<file path="src/rtl/dmem_arb_pkg.sv">
// Shared types and constants for the data-memory arbiter.
//   arb_state_e  : FSM encoding (IDLE=00, BUSY=01, DONE=10)
//   REQ_CORE/DMA : requester IDs
//   TIMER_W      : width of the wait-state timer
//   dm_payload_t : one latched memory transfer
//   make_payload : builds the bus-ready payload (word address, read mask zeroed)
package dmem_arb_pkg;

  typedef enum logic [1:0] {
    IDLE = 2'b00,
    BUSY = 2'b01,
    DONE = 2'b10
  } arb_state_e;

  localparam logic REQ_CORE = 1'b0;
  localparam logic REQ_DMA  = 1'b1;

  localparam int TIMER_W = 8;

  typedef struct packed {
    logic        wr;
    logic [31:0] addr;
    logic [31:0] wdata;
    logic [3:0]  mask;
  } dm_payload_t;

  // The memory bus only sees word addresses, and a read must never carry
  // byte enables, so both are normalised once at latch time.
  function automatic dm_payload_t make_payload(input logic        wr,
                                               input logic [31:0] addr,
                                               input logic [31:0] wdata,
                                               input logic [3:0]  mask);
    dm_payload_t p;
    p.wr    = wr;
    p.addr  = {addr[31:2], 2'b00};
    p.wdata = wdata;
    p.mask  = wr ? mask : 4'b0000;
    return p;
  endfunction

endpackage

</file>
<file path="src/rtl/dmem_arb_timer.sv">
// Wait-state timer for the arbiter's BUSY state.
//   clk_in      : clock
//   rst_in      : asynchronous active-high reset (count -> 0)
//   clear_in    : synchronous clear, has priority over en_in
//   en_in       : increment by one
//   expired_out : count has reached TIMEOUT_CYCLES-1
module dmem_arb_timer
  import dmem_arb_pkg::*;
#(
  parameter int TIMEOUT_CYCLES = 255
) (
  input  logic clk_in,
  input  logic rst_in,
  input  logic clear_in,
  input  logic en_in,
  output logic expired_out
);

  localparam logic [TIMER_W-1:0] LAST_COUNT = TIMER_W'(TIMEOUT_CYCLES - 1);

  logic [TIMER_W-1:0] count;

  always_ff @(posedge clk_in or posedge rst_in) begin
    if (rst_in) begin
      count <= '0;
    end else if (clear_in) begin
      count <= '0;
    end else if (en_in) begin
      count <= count + 1'b1;
    end
  end

  assign expired_out = (count == LAST_COUNT);

endmodule

</file>
<file path="src/rtl/dmem_arbiter.sv">
// Data-memory bus arbiter between the core load/store path and a DMA/debug
// requester. A winner's payload is latched and held on the bus until the
// memory answers with dm_ready_in (or the wait-state timer expires), then the
// winner gets a one-cycle ack with its read data.
//
// Handshake: a requester raises *_req_in with a stable payload and keeps both
// unchanged until it sees its *_ack_out pulse; the ack is high for exactly one
// cycle (DONE) and the requester may drop or replace the request after it.
// The memory side sees dm_req_out high with a stable payload until it returns
// dm_ready_in for one cycle; dm_rdata_in is sampled with that pulse.
//
// Ports:
//   clk_in, rst_in                    : clock, asynchronous active-high reset
//   c_req_in/c_wr_in/c_addr_in/
//   c_wdata_in/c_mask_in              : core request and payload
//   c_rdata_out, c_ack_out            : core read data and completion pulse
//   c_stall_out                       : core request still outstanding
//   d_*                               : DMA equivalents (no stall output)
//   dm_req_out/dm_wr_out/dm_addr_out/
//   dm_wdata_out/dm_mask_out          : memory bus request (registered)
//   dm_rdata_in, dm_ready_in          : memory response
//   err_out                           : pulse with the ack of a timed-out transfer
//
// Build option: define DMEM_ARB_RR_EN for round-robin tie breaking; without it
// the core always wins a tie.
module dmem_arbiter
  import dmem_arb_pkg::*;
#(
  parameter int TIMEOUT_CYCLES = 255
) (
  input  logic        clk_in,
  input  logic        rst_in,
  input  logic        c_req_in,
  input  logic        c_wr_in,
  input  logic [31:0] c_addr_in,
  input  logic [31:0] c_wdata_in,
  input  logic [3:0]  c_mask_in,
  output logic [31:0] c_rdata_out,
  output logic        c_ack_out,
  output logic        c_stall_out,
  input  logic        d_req_in,
  input  logic        d_wr_in,
  input  logic [31:0] d_addr_in,
  input  logic [31:0] d_wdata_in,
  input  logic [3:0]  d_mask_in,
  output logic [31:0] d_rdata_out,
  output logic        d_ack_out,
  output logic        dm_req_out,
  output logic        dm_wr_out,
  output logic [31:0] dm_addr_out,
  output logic [31:0] dm_wdata_out,
  output logic [3:0]  dm_mask_out,
  input  logic [31:0] dm_rdata_in,
  input  logic        dm_ready_in,
  output logic        err_out
);

  arb_state_e  state, state_next;
  dm_payload_t payload;
  dm_payload_t payload_next;
  logic        grant_id;
  logic        winner_next;
  logic        dm_wr;
  logic        err_flag;
  logic [31:0] c_rdata;
  logic [31:0] d_rdata;

  logic        load;
  logic        done_ok;
  logic        done_timeout;
  logic        timer_clear;
  logic        timer_en;
  logic        timer_expired;

  // ---------------------------------------------------------------------------
  // Arbitration
  // ---------------------------------------------------------------------------
`ifdef DMEM_ARB_RR_EN
  logic last_grant;

  always_ff @(posedge clk_in or posedge rst_in) begin
    if (rst_in) begin
      last_grant <= REQ_DMA;  // so the core takes the first tie
    end else if (load) begin
      last_grant <= winner_next;
    end
  end

  always_comb begin
    if (c_req_in && d_req_in) begin
      winner_next = ~last_grant;
    end else if (c_req_in) begin
      winner_next = REQ_CORE;
    end else begin
      winner_next = REQ_DMA;
    end
  end
`else
  always_comb begin
    winner_next = c_req_in ? REQ_CORE : REQ_DMA;
  end
`endif

  always_comb begin
    if (winner_next == REQ_CORE) begin
      payload_next = make_payload(c_wr_in, c_addr_in, c_wdata_in, c_mask_in);
    end else begin
      payload_next = make_payload(d_wr_in, d_addr_in, d_wdata_in, d_mask_in);
    end
  end

  // ---------------------------------------------------------------------------
  // FSM
  // ---------------------------------------------------------------------------
  always_ff @(posedge clk_in or posedge rst_in) begin
    if (rst_in) begin
      state <= IDLE;
    end else begin
      state <= state_next;
    end
  end

  always_comb begin
    state_next   = state;
    load         = 1'b0;
    done_ok      = 1'b0;
    done_timeout = 1'b0;
    timer_clear  = 1'b0;
    timer_en     = 1'b0;
    case (state)
      IDLE: begin
        if (c_req_in || d_req_in) begin
          load        = 1'b1;
          timer_clear = 1'b1;
          state_next  = BUSY;
        end
      end
      BUSY: begin
        // A response in the timeout cycle still counts as a success.
        if (dm_ready_in) begin
          done_ok    = 1'b1;
          state_next = DONE;
        end else if (timer_expired) begin
          done_timeout = 1'b1;
          state_next   = DONE;
        end else begin
          timer_en = 1'b1;
        end
      end
      DONE: begin
        state_next = IDLE;
      end
      default: begin
        state_next = IDLE;
      end
    endcase
  end

  dmem_arb_timer #(
    .TIMEOUT_CYCLES(TIMEOUT_CYCLES)
  ) u_timer (
    .clk_in     (clk_in),
    .rst_in     (rst_in),
    .clear_in   (timer_clear),
    .en_in      (timer_en),
    .expired_out(timer_expired)
  );

  // ---------------------------------------------------------------------------
  // Datapath
  // ---------------------------------------------------------------------------
  always_ff @(posedge clk_in or posedge rst_in) begin
    if (rst_in) begin
      payload  <= '0;
      grant_id <= REQ_CORE;
      dm_wr    <= 1'b0;
      err_flag <= 1'b0;
      c_rdata  <= '0;
      d_rdata  <= '0;
    end else begin
      if (load) begin
        payload  <= payload_next;
        grant_id <= winner_next;
        dm_wr    <= payload_next.wr;
        err_flag <= 1'b0;
      end
      // Write enable only lives while the request is on the bus.
      if (done_ok || done_timeout) begin
        dm_wr <= 1'b0;
      end
      if (done_timeout) begin
        err_flag <= 1'b1;
      end
      // Reads return memory data; a timeout returns zero for reads and writes
      // alike so the requester never consumes stale data from an aborted
      // transfer. Successful writes leave rdata untouched.
      if (done_ok && !payload.wr) begin
        if (grant_id == REQ_CORE) begin
          c_rdata <= dm_rdata_in;
        end else begin
          d_rdata <= dm_rdata_in;
        end
      end else if (done_timeout) begin
        if (grant_id == REQ_CORE) begin
          c_rdata <= '0;
        end else begin
          d_rdata <= '0;
        end
      end
    end
  end

  // ---------------------------------------------------------------------------
  // Outputs
  // ---------------------------------------------------------------------------
  assign dm_req_out   = (state == BUSY);
  assign dm_wr_out    = dm_wr;
  assign dm_addr_out  = payload.addr;
  assign dm_wdata_out = payload.wdata;
  assign dm_mask_out  = payload.mask;

  assign c_ack_out    = (state == DONE) && (grant_id == REQ_CORE);
  assign d_ack_out    = (state == DONE) && (grant_id == REQ_DMA);
  assign err_out      = (state == DONE) && err_flag;
  assign c_stall_out  = c_req_in & ~c_ack_out;

  assign c_rdata_out  = c_rdata;
  assign d_rdata_out  = d_rdata;

endmodule

</file>
<file path="config.mk">
export PLATFORM = sky130hd
export DESIGN_NAME = dmem_arbiter
export DESIGN_NICKNAME = d
export VERILOG_FILES = /design/src/rtl/dmem_arb_pkg.sv /design/src/rtl/dmem_arb_timer.sv /design/src/rtl/dmem_arbiter.sv
export SDC_FILE = /design/constraint.sdc
export NUM_CORES = 1
export LEC_CHECK = 0
export ABC_AREA = 0
export BUFFER_PORTS_ARGS = -buffer_cell sky130_fd_sc_hd__buf_2
export CAP_MARGIN = 40
export CORE_ASPECT_RATIO = 1.25
export CORE_MARGIN = 10
export CORE_UTILIZATION = 50
export CTS_BUF_LIST = sky130_fd_sc_hd__clkbuf_2 sky130_fd_sc_hd__clkbuf_4 sky130_fd_sc_hd__clkbuf_8
export CTS_CLUSTER_SIZE = 40
export DETAILED_ROUTE_END_ITERATION = 10
export PLACE_DENSITY = 0.83
export REMOVE_ABC_BUFFERS = 1
export SLEW_MARGIN = 10
export SYNTH_ARGS = -nofsm -noshare
export SYNTH_HDL_FRONTEND = slang
export SYNTH_SLANG_ARGS = --single-unit
export TNS_END_PERCENT = 30
</file>
<file path="constraint.sdc">
create_clock -name clk_in -period 5.2 [get_ports clk_in]
set_input_delay 0 -clock clk_in [delete_from_list [all_inputs] [get_ports clk_in]]
set_output_delay 0 -clock clk_in [all_outputs]
set_load 0.01 [all_outputs]
</file>
# After elaboration in Yosys (flattened, before gate mapping)
# Index checks and enable logic that the tools add are counted.
# classes
n_addsub	1
n_eq_ne	9
n_mux	32
bitwise	3
n_reduce_logical	15
# ops
operator	count
$mux W32	8
$mux W69	1
$mux W8	2
$mux W1	15
$ne A2 B2 Y1 const B	5
$add A8 B1 Y8 const B	1
$eq A8 B8 Y1 const B	1
$mux W4	2
$reduce_bool A2 Y1	4
$mux W2	3
$reduce_and A3 Y1	2
$logic_and A1 B1 Y1	4
$pmux W2 S2	1
$ne A3 B1 Y1 const B	1
$eq A2 B1 Y1 const B	1
$eq A2 B2 Y1 const B	1
$logic_not A2 Y1	1
$logic_or A1 B1 Y1	2
$not A1 Y1	2
$reduce_and A2 Y1	1
$and A1 B1 Y1	1
$logic_not A1 Y1	1
# word_totals
reg_bits	146
in_bits	175
out_inout_bits	138
word_cells	71

# Logic depth before layout (Yosys ltp)
# Gate-level depths: netlist of the first run.
# logic_depth
ltp_word	6
depth_mapped	7
depth_no_buf	5

# Modules after synthesis
# From an unflattened synthesis of the first run, not the netlist that was laid out.
# unflattened
hier_cells	587
area_unflattened_um2	6582.6
# by_module_without_submodules
module	instances	cells_each	area_each_um2	seq_area_each_um2
dmem_arbiter	1	545	6175.9	3403.3
dmem_arb_timer	1	42	406.6	200.2

# Least setup slack after synthesis of the first run
# No wires, ideal clock.
# synth_path
kind	register to register
start	reg u_timer.count[0]
end	reg d_rdata[0] (netlist: d_rdata_out[0])
setup_time_ns	0.136
t_arrival_ns	1.374
required_time_ns	5.064
path_slack_ns	3.689
path_stages_with_launch	8
path_buffers	2
synth_period_minus_slack_ns	1.511
cell_sequence	dfrtp_1 inv_1 ha_1 nand4_2 buf_6 buf_6 o311ai_1 nand3_1
# synth_between
elab_chain_len	6
word_cells_on_any_way	7
cone_classes	eq/ne (2); mux (3); reduce/logical (2)
# synth_lines
element	line_no	rtl
from (decl)	dmem_arb_timer.sv:21	logic [TIMER_W-1:0] count;
from (signal assigned)	dmem_arb_timer.sv:29	count <= count + 1'b1;
$eq A8 B8 Y1 (*)	dmem_arb_timer.sv:33	assign expired_out = (count == LAST_COUNT);
$mux W1 (*)	dmem_arbiter.sv:143	end else if (timer_expired) begin
$mux W1 (*)	dmem_arbiter.sv:140	if (dm_ready_in) begin
$mux W1 (*)	dmem_arbiter.sv:130	case (state)
$ne A2 B2 Y1 (no line) or $reduce_bool A2 Y1 (tied branches)	--	
$reduce_and A3 Y1 (no line) (*)	--	
to (signal assigned)	dmem_arbiter.sv:201	d_rdata <= dm_rdata_in;
to (decl)	dmem_arbiter.sv:66	logic [31:0] d_rdata;
# Every way passes the cells marked *; elsewhere a longest branch is shown, timed or not.
# A chain may end at the register's enable or synchronous reset.

# Worst setup path in the final report of the first run
# layout_path
start	in c_req_in
end	reg payload, in the netlist dm_mask_out[0]
# layout_between
elab_chain_len	3
word_cells_on_any_way	4
cone_classes	mux (3); reduce/logical (1)
# layout_lines
element	line_no	rtl
from (decl)	dmem_arbiter.sv:33	input logic c_req_in,
$logic_or A1 B1 Y1	dmem_arbiter.sv:132	if (c_req_in || d_req_in) begin
$mux W1	dmem_arbiter.sv:132	
$mux W1	dmem_arbiter.sv:130	
to (signal assigned)	dmem_arbiter.sv:182	payload <= payload_next;
to (decl)	dmem_arbiter.sv:59	dm_payload_t payload;
# Parallel ways exist; a longest one is shown, timed or not.

==> results of run 1 <==
-- report_power, final --
part	leakage (nW)	internal, mW	switching, mW
sequential	1.58	1.51	0.281
combinational	3.25	0.860	1.40
clock	0.200	0.451	0.434
total	5.03	2.82	2.11
-- registers in the layout, indices dropped and copies added (netlist names) --
signal         count
dm_mask_out        4
u_timer.count      8
grant_id           1
state              2
dm_wdata_out      32
dm_wr_out          1
c_rdata_out       32
err_flag           1
dm_addr_out       30
payload            1
d_rdata_out       32
-- worst max path at each step --
stage               slack (ns)  cells after the start  startpoint        endpoint
floorplan                 1.33                      1      rst_in  c_rdata_out[0]
global placement          3.11                      4    state[1]       dm_wr_out
detailed placement        3.10                      4    state[1]       dm_wr_out
CTS                       2.83                      7    c_req_in  dm_mask_out[2]
global route              2.96                      8    c_req_in  dm_mask_out[0]
finish                    3.02                      8    c_req_in  dm_mask_out[0]
-- final cells by class --
| type | instances | area [µm²] | area share, % |
|---|---|---|---|
| well taps | 212 | 265.3 | 2.426 |
| repair buffers | 491 | 3396 | 31.05 |
| clock inverters | 10 | 113.9 | 1.041 |
| diodes | 3 | 7.507 | 0.06865 |
| flip-flops and latches | 144 | 3603 | 32.95 |
| multi-input cells | 517 | 3248 | 29.70 |
| inverters | 7 | 31.28 | 0.2860 |
| clock buffers | 21 | 270.3 | 2.471 |
-- repair_timing --
action / CTS / global route
hold buffers: 168 / 0
resized for setup: 0 / 0
endpoints found under the hold margin: 282 / 0
-- kinds of logic (layout without fill, tap and decap cells) --
logic type	count (synthesis)	after routing	share of synthesized area, %
DFF	144	144	46.19
and+or+nand+nor	225	225	14.34
muxes	67	67	8.597
buffers and inverters	157	529	12.48
other	1	5	0.04807
adders and majority gates	2	2	0.3207
AOI/OAI and AO/OA	221	221	18.03
-- per-layer routing --
metal,global-route usage [%],up-vias,share of wire (%)
li1,-,3644,-
met1,32.93,3999,36
met2,46.66,612,48
met3,10.83,108,11
met4,14.49,2,4.7
met5,0,-,0.042
-- synthesized netlist by cell type (all sizes together) --
cell / n
a221oi: 1
a211oi: 1
nand2: 65
o21ai: 139
dfrtp: 144
a31oi: 2
and4: 1
nor2: 7
mux2i: 67
a2111oi: 1
o311ai: 64
a32o: 1
and3: 1
and2b: 1
inv: 7
and3b: 2
buf: 118
or3b: 1
and4bb: 1
and2: 2
and4b: 1
a21oi: 4
nand2b: 2
a32oi: 4
nand3: 130
o21bai: 1
conb: 1
or2: 1
clkbuf: 32
o22ai: 1
nand3b: 1
o2111a: 1
nand4: 4
ha: 2
nor3b: 2
a311oi: 1
nor2b: 3
-- per-stage QoR --
step	hold WS (ns)	area [µm²]
5_1_grt	0.06855	10940
2_1_floorplan	0.08573	6858
3_5_place_dp	-0.01335	8835
6_report	0.06361	10940
3_3_place_gp	0.2544	8787
4_1_cts	0.04608	10900
-- critical path: stages --
cell,delay (ns)
dlygate4sd3_1,0.53
buf_4,0.32
buf_4,0.20
buf_16,0.27
nor2b_1,0.19
a32oi_1,0.22
dlygate4sd3_1,0.61
o21ai_1,0.07
==> impl_metrics.env, run 1 <==
export IMPL_syn2layout_area_growth_pct=40.18
export IMPL_start_util_pct=50.52
export IMPL_cap_violations=0
export IMPL_synth_area_leaders="dfrtp_1 (46%), mux2i_1 (8.6%), nand3_1 (8.3%), buf_4 (7.2%), o21ai_1 (6.8%)"
export IMPL_synthCells=817
export IMPL_cts_root_buf="clkbuf_8"
export IMPL_leakage_nw=5.028
export IMPL_die_x_um=131.7
export IMPL_port_buffers=306
export IMPL_timing_setup_tns_ns=0
export IMPL_layout_cells_non_filler=1405
export IMPL_drt_iter0_drc=851
export IMPL_dp_cells=1202
export IMPL_r2r_setup_slack_ns=3.14
export IMPL_antenna_found_initial=4
export IMPL_synth_seq_cells=144
export IMPL_yosysTopAreaCell="dfrtp_1"
export IMPL_ir_drop_v=0.0002147
export IMPL_place_gp_congestion=0.8189
export IMPL_cp_max_fo=54
export IMPL_reg2reg_depth=4
export IMPL_num_fill_cells=1071
export IMPL_worst_r2r_endpoint="dm_wr_out"
export IMPL_cts_tree="yes"
export IMPL_cts_buffers=17
export IMPL_finClkSkew_ns=0.01070
export IMPL_synth_top_cell_area_share_pct=46.19
export IMPL_clock_sinks=144
export IMPL_track_usage_pct=28.88
export IMPL_syn_area_um2=7801
export IMPL_grt_ovfl_total=0
export IMPL_slew_viol_final=0
export IMPL_core_area_um2=15440
export IMPL_dieArea_um2=21030
export IMPL_endpoint_kind="register"
export IMPL_layout_commonest_cell="buf_2"
export IMPL_utilization_pct=70.82
export IMPL_pre_cts_ws_ns=3.097
export IMPL_dr_pass1_iters=6
export IMPL_status="completed"
export IMPL_insertion_delay_ns=0.44
export IMPL_total_power_mw=4.931
export IMPL_num_rows=51
export IMPL_dp_hpwl_mm=17.43
export IMPL_ant_nets=0
export IMPL_drive_above_1_share_pct=30.92
export IMPL_cp_start_kind="input pin"
export IMPL_worstPathRequired_ns=5.49
export IMPL_tightest_slew_ns=0.7529
export IMPL_syn_area_per_cell_um2=9.549
export IMPL_final_nets=1355
export IMPL_wl_per_cell_um=22.18
export IMPL_power_density_nw_per_um2=450.9
export IMPL_first_global_vias=8693
export IMPL_fin_crit_ns=2.176
export IMPL_vias=8365
export IMPL_setup_ws_ns=3.024
export IMPL_layout_common_cells="buf_2 (305), dlygate4sd3_1 (168), dfrtp_1 (144), nand3_1 (129), o21ai_1 (106)"
export IMPL_die_h_um=159.7
export IMPL_r2r_start="state[1]"
export IMPL_io_pins=313
export IMPL_hold_violations=0
export IMPL_holdCritPathClass="input pin to asynchronous set/reset pin"
export IMPL_drt_total_wl_mm=31.16
export IMPL_yosysWarnings=0
export IMPL_criticalPathCategory="input pin to register"
export IMPL_max_slew_margin_pct=49.81
export IMPL_fin_crit_sh_pct=41.84
export IMPL_post_cts_buffers=0
export IMPL_grt_pass1_wl_mm=49.51
export IMPL_rsz0062_at_grt="no"
export IMPL_fmax_ghz=0.4596
export IMPL_grt_start_max_net_pins=79
export IMPL_drc_errors=0
export IMPL_clockBufferDepth=2
export IMPL_yosysSeqAreaShare_pct=46.19
export IMPL_synth_cell_type_count=47
export IMPL_vias_per_cell=5.954
export IMPL_arrival_ns=2.46
export IMPL_path_clk_slew_ns=0.08
export IMPL_setup_violations=0
export IMPL_htree_levels=4
Note: power is estimated with default switching activity, not from simulation.
==> run 2: changes to the inputs <==
==> constraint.sdc (replaced) <==
create_clock -name clk_in -period 2.1 [get_ports clk_in]
set_input_delay 0 -clock clk_in [delete_from_list [all_inputs] [get_ports clk_in]]
set_output_delay 0 -clock clk_in [all_outputs]
set_load 0.01 [all_outputs]
==> run 2 against run 1 <==
Net effect:
- utilization up 0.96 points
- sequential cell count is the same
- combinational power rose to 2.5 times the previous value
- final cell count rose by 0.14%
- power grew to 2.6 times the previous value
- non-clock buffer count rose by 1
- register-to-register slack got worse by 3.1 ns
- final area rose by 1.3%
- clock skew rose by 0.0053 ns
- die area unchanged
- clock power grew to 2.9 times the previous value
- sequential power is 150% higher
- critical path type is now register to register
- critical endpoint is now dm_wdata_out[23]
- largest power group unchanged
- highest routed layer unchanged
==> impl_metrics.env, run 2 (synthesized netlist as in run 1, its figures left out) <==
export IMPL_grt_start_max_net_pins=66
export IMPL_rsz0062_at_grt="no"
export IMPL_dpl_cell_area_um2=8922
export IMPL_ant_nets=0
export IMPL_grt_pass1_wl_mm=49.85
export IMPL_grt_ovfl_total=0
export IMPL_drt_total_wl_mm=31.46
export IMPL_path_clk_slew_ns=0.08
export IMPL_htree_levels=4
export IMPL_first_global_vias=8556
export IMPL_fin_crit_sh_pct=96.96
export IMPL_insertion_delay_ns=0.45
export IMPL_wl_met2_mm=15.26
export IMPL_place_gp_congestion=0.8089
export IMPL_arrival_ns=2.35
export IMPL_drt_iter0_drc=948
export IMPL_dieArea_um2=21030
export IMPL_cap_violations=0
export IMPL_track_usage_pct=29.15
export IMPL_fin_crit_ns=2.036
export IMPL_r2r_setup_slack_ns=0.06
export IMPL_whs_ns=0.07097
export IMPL_layout_common_cells="buf_2 (305), dlygate4sd3_1 (169), dfrtp_1 (143), nand3_1 (129), o21ai_1 (106)"
export IMPL_slew_viol_final=0
export IMPL_endpoint_kind="register"
export IMPL_vias_per_cell=5.958
export IMPL_core_area_um2=15440
export IMPL_vias=8383
export IMPL_die_x_um=131.7
export IMPL_wl_per_cell_um=22.36
export IMPL_finalInstanceArea_um2=11080
export IMPL_holdCritPathClass="input pin to asynchronous set/reset pin"
export IMPL_start_util_pct=50.52
export IMPL_num_rows=51
export IMPL_highest_layer="met5"
export IMPL_wl_met1_mm=11.51
export IMPL_dr_pass1_iters=5
export IMPL_ir_drop_v=0.0007488
export IMPL_pre_cts_ws_ns=0.2760
export IMPL_dp_hpwl_mm=17.74
export IMPL_utilization_pct=71.77
export IMPL_status="completed"
export IMPL_power_density_nw_per_um2=1151
export IMPL_criticalPathCategory="register to register"
export IMPL_leakage_nw=5.087
export IMPL_finClkSkew_ns=0.01598
export IMPL_io_pins=313
export IMPL_drc_errors=0
export IMPL_hold_violations=0
export IMPL_max_slew_margin_pct=51.31
export IMPL_die_h_um=159.7
export IMPL_clock_sinks=144
export IMPL_wl_met3_mm=3.267
export IMPL_antenna_found_initial=3
export IMPL_setup_ws_ns=0.06394
export IMPL_layout_cells_non_filler=1407
export IMPL_setup_violations=0
export IMPL_cts_tree="yes"
export IMPL_port_buffers=306
export IMPL_cts_root_buf="clkbuf_8"
export IMPL_dp_cells=1203
export IMPL_drive_above_1_share_pct=31.04
export IMPL_fmax_ghz=0.4911
export IMPL_cts_buffers=17
export IMPL_cp_max_fo=20
export IMPL_clockBufferDepth=2
export IMPL_layout_commonest_cell="buf_2"
export IMPL_cp_start_kind="register"
export IMPL_syn2layout_area_growth_pct=42.07
export IMPL_final_nets=1356
export IMPL_worstPathRequired_ns=2.42
export IMPL_tightest_slew_ns=0.7276
==> run 2: cell types whose count changed in the layout (fill, tap and decap cells not counted), sizes merged <==
| cell | change |
|---|---|
| bufinv | +3 |
| clkbuf | -2 |
| clkinv | -1 |
| dlygate4sd3 | +1 |
| inv | +1 |
==> run 2: worst max-delay path: stages, from the launching register on <==
cell	delay, ns
dfrtp_1	0.48
or2_2	0.39
buf_4	0.23
o21ai_1	0.14
o21ai_1	0.09
dlygate4sd3_1	0.59
==> run 2: metal layers <==
layer	GRT usage (%)	vias up
met1	34.66	4016
met4	14.13	2
met2	46.89	602
met5	0	-
li1	-	3661
met3	9.228	102
==> run 2: path summary, 6_finish.rpt <==
kind	startpoint	endpoint	cells after the start
max	state[0]	dm_wdata_out[23]	5
min	rst_in	d_rdata_out[17]	3
min reg2reg	dm_wdata_out[17]	dm_wdata_out[17]	2
max in group asynchronous	rst_in	dm_wdata_out[3]	4
max reg2reg	state[0]	dm_wdata_out[23]	5
min in group clk_in	c_req_in	grant_id	2
==> run 2: final cells by class <==
class                   instances  area (µm²)
diodes                          3       7.507
clock buffers                  19       249.0
clock inverters                13       211.5
fillers                      1053        4359
inverters                       7       31.28
multi-input cells             517        3248
flip-flops and latches        144        3605
well taps                     212       265.3
repair buffers                492        3466
==> run 2: power by group <==
group	switching [mW]	internal, mW
sequential	0.709	3.74
combinational	3.49	2.24
clock	1.12	1.45
==> run 2: what timing repair did <==
action,CTS,global route
setup endpoints to repair,0,1
hold buffers,169,0
buffers inserted,0,0
endpoints found under the hold margin,277,0
resized for setup,0,1
==> run 2: metrics by stage <==
step	total power, mW	TNS [ns]
3_3_place_gp	9.344	0
2_1_floorplan	7.094	-266.14
5_1_grt	13.49	0
6_report	12.76	0
3_5_place_dp	9.537	0
4_1_cts	12.38	0
==> run 3: changes to the inputs <==
--- a/config.mk
+++ b/config.mk
@@ -11,7 +11,7 @@
 export CORE_ASPECT_RATIO = 1.25
 export CORE_MARGIN = 10
 export CORE_UTILIZATION = 50
-export CTS_BUF_LIST = sky130_fd_sc_hd__clkbuf_2 sky130_fd_sc_hd__clkbuf_4 sky130_fd_sc_hd__clkbuf_8
+export CTS_BUF_LIST = sky130_fd_sc_hd__clkbuf_4
 export CTS_CLUSTER_SIZE = 40
 export DETAILED_ROUTE_END_ITERATION = 10
 export PLACE_DENSITY = 0.83
==> run 3 against run 2 <==
Net effect:
- sequential power hardly changed
- via count grew 2.5%
- critical endpoint is now dm_wdata_out[9]
- combinational power rose by 7.8%
- sequential share of layout area is 0.34 points lower
- largest cell class is now buffers
- power increased by 0.48%
==> impl_metrics.env, run 3 (synthesized netlist as in run 1, its figures left out) <==
export IMPL_dp_hpwl_mm=17.74
export IMPL_slew_viol_final=0
export IMPL_clockBufferDepth=2
export IMPL_setup_violations=0
export IMPL_place_gp_congestion=0.8089
export IMPL_fin_crit_sh_pct=97.99
export IMPL_finClkSkew_ns=0.02056
export IMPL_leakage_nw=5.150
export IMPL_r2r_setup_slack_ns=0.04
export IMPL_multi_input_area_um2=3256
export IMPL_antenna_found_initial=6
export IMPL_drive_above_1_share_pct=30.97
export IMPL_fin_crit_ns=2.058
export IMPL_clock_sinks=144
export IMPL_drt_iter0_drc=1057
export IMPL_holdCritPathClass="input pin to register"
export IMPL_cts_tree="yes"
export IMPL_track_usage_pct=29.98
export IMPL_whs_endpoint="payload[68]"
export IMPL_drc_errors=0
export IMPL_dr_pass1_iters=5
export IMPL_ant_nets=0
export IMPL_grt_ovfl_total=0
export IMPL_min_from="d_wr_in"
export IMPL_die_x_um=131.7
export IMPL_drt_total_wl_mm=32.69
export IMPL_reg2reg_depth=5
export IMPL_power_density_nw_per_um2=1144
export IMPL_path_cells="or2_2 -> buf_4 -> o21ai_1 -> o21ai_1 -> dlygate4sd3_1"
export IMPL_grt_pass1_wl_mm=50.83
export IMPL_pre_cts_ws_ns=0.2760
export IMPL_worst_r2r_endpoint="dm_wdata_out[9]"
export IMPL_path_clk_slew_ns=0.14
export IMPL_syn2layout_area_growth_pct=43.61
export IMPL_status="completed"
export IMPL_endpoint_kind="register"
export IMPL_cp_start_kind="register"
export IMPL_criticalPathCategory="register to register"
export IMPL_whs_path_depth=4
export IMPL_hold_violations=0
export IMPL_crit_top_cell="o21ai_1"
export IMPL_num_rows=51
export IMPL_grt_start_max_net_pins=66
export IMPL_num_fill_cells=1022
export IMPL_cp_slowest_cell="dlygate4sd3_1"
export IMPL_dieArea_um2=21030
export IMPL_io_pins=313
export IMPL_timing_setup_tns_ns=0
export IMPL_port_buffers=306
export IMPL_fmax_ghz=0.4860
export IMPL_core_area_um2=15440
export IMPL_cp_max_fo=20
export IMPL_start_util_pct=50.52
export IMPL_worstPathRequired_ns=2.53
export IMPL_cts_buffers=17
export IMPL_first_global_vias=8745
export IMPL_tightest_slew_ns=0.7678
export IMPL_final_nets=1378
export IMPL_cap_violations=0
export IMPL_insertion_delay_ns=0.55
export IMPL_htree_levels=4
export IMPL_layout_common_cells="buf_2 (305), dlygate4sd3_1 (188), dfrtp_1 (142), nand3_1 (129), o21ai_1 (109)"
export IMPL_vias_per_cell=6.006
export IMPL_slowest_delay_ns=0.63
export IMPL_max_slew_margin_pct=48.62
export IMPL_register_area_um2=3606
export IMPL_cts_root_buf="clkbuf_4"
export IMPL_ir_drop_v=0.0007954
export IMPL_wl_per_cell_um=22.84
export IMPL_vias=8594
export IMPL_die_h_um=159.7
export IMPL_r2r_start="state[0]"
export IMPL_setup_ws_ns=0.04221
export IMPL_layout_commonest_cell="buf_2"
export IMPL_arrival_ns=2.49
## run 3: cell count changes in the layout (fill, tap and decap cells not counted), moves of 3 or more
| cell | delta |
|---|---|
| dlygate4sd3_1 | +19 |
| clkbuf_8 | -17 |
| o21ai_0 | -5 |
| clkbuf_4 | +17 |
| o21ai_1 | +3 |
| buf_4 | +3 |
## run 3: how the worst max path moves through the flow
stage                      from          endpoint  slack (ns)  cells past startpoint
6_report               state[0]   dm_wdata_out[9]        0.04                      5
5_1_grt                state[0]   dm_addr_out[14]      -0.003                      5
4_1_cts                state[1]  dm_wdata_out[21]        0.02                      5
3_5_place_dp   u_timer.count[0]   c_rdata_out[18]        0.28                      6
3_3_place_gp   u_timer.count[0]   c_rdata_out[24]        0.38                      6
2_1_floorplan            rst_in    c_rdata_out[0]       -1.77                      1
## run 3: worst max-delay path: cells and delay by family, from the launching register on
kind	cells	cell delay [ns]
DFF	1	0.47
buffers and inverters	2	0.85
and+or+nand+nor	1	0.36
AOI/OAI and AO/OA	2	0.27
## run 3: final cells by class
type                            instances  share of cell area (%)
Antenna cell                            5                  0.1117
Clock buffer                           19                   1.273
Clock inverter                         13                   1.887
Inverter                                7                  0.2792
Multi-Input combinational cell        517                   29.06
Sequential cell                       144                   32.19
Tap cell                              212                   2.368
Timing Repair Buffer                  514                   32.83
## run 3: power breakdown
group          internal [mW]  switching (mW)  leakage [nW]  total (mW)
logic                   2.55            3.64          3.39        6.19
registers               3.73           0.719          1.58        4.45
clock network           1.10            1.08         0.187        2.18
total                   7.38            5.44          5.15        12.8
## run 3: what timing repair did
action,4_1_cts,5_1_grt
buffers inserted,0,3
gates resized for setup,0,9
hold buffers,188,0
hold endpoints to repair,288,0
setup endpoints to repair,0,18
## run 3: routing by layer
metal	global-route usage, %	vias up	wire length (µm)
li1	-	3708	-
met1	35.27	4116	11950
met2	48.14	655	15850
met3	9.699	113	3337
met4	15.40	2	1540
met5	0	-	13
## run 3: metrics by stage
step | hold slack [ns] | cell area, µm² | util [%] | power, mW | instances
global placement | -0.01273 | 8922 | 57.78 | 9.344 | 1203
CTS | 0.1230 | 11160 | 72.26 | 12.28 | 1423
global route | 0.1990 | 11200 | 72.55 | 13.53 | 1431
detailed placement | -0.01077 | 8922 | 57.78 | 9.537 | 1203
floorplan | 0.08573 | 6858 | - | 7.094 | 668
finish | 0.2075 | 11200 | 72.55 | 12.82 | 1431
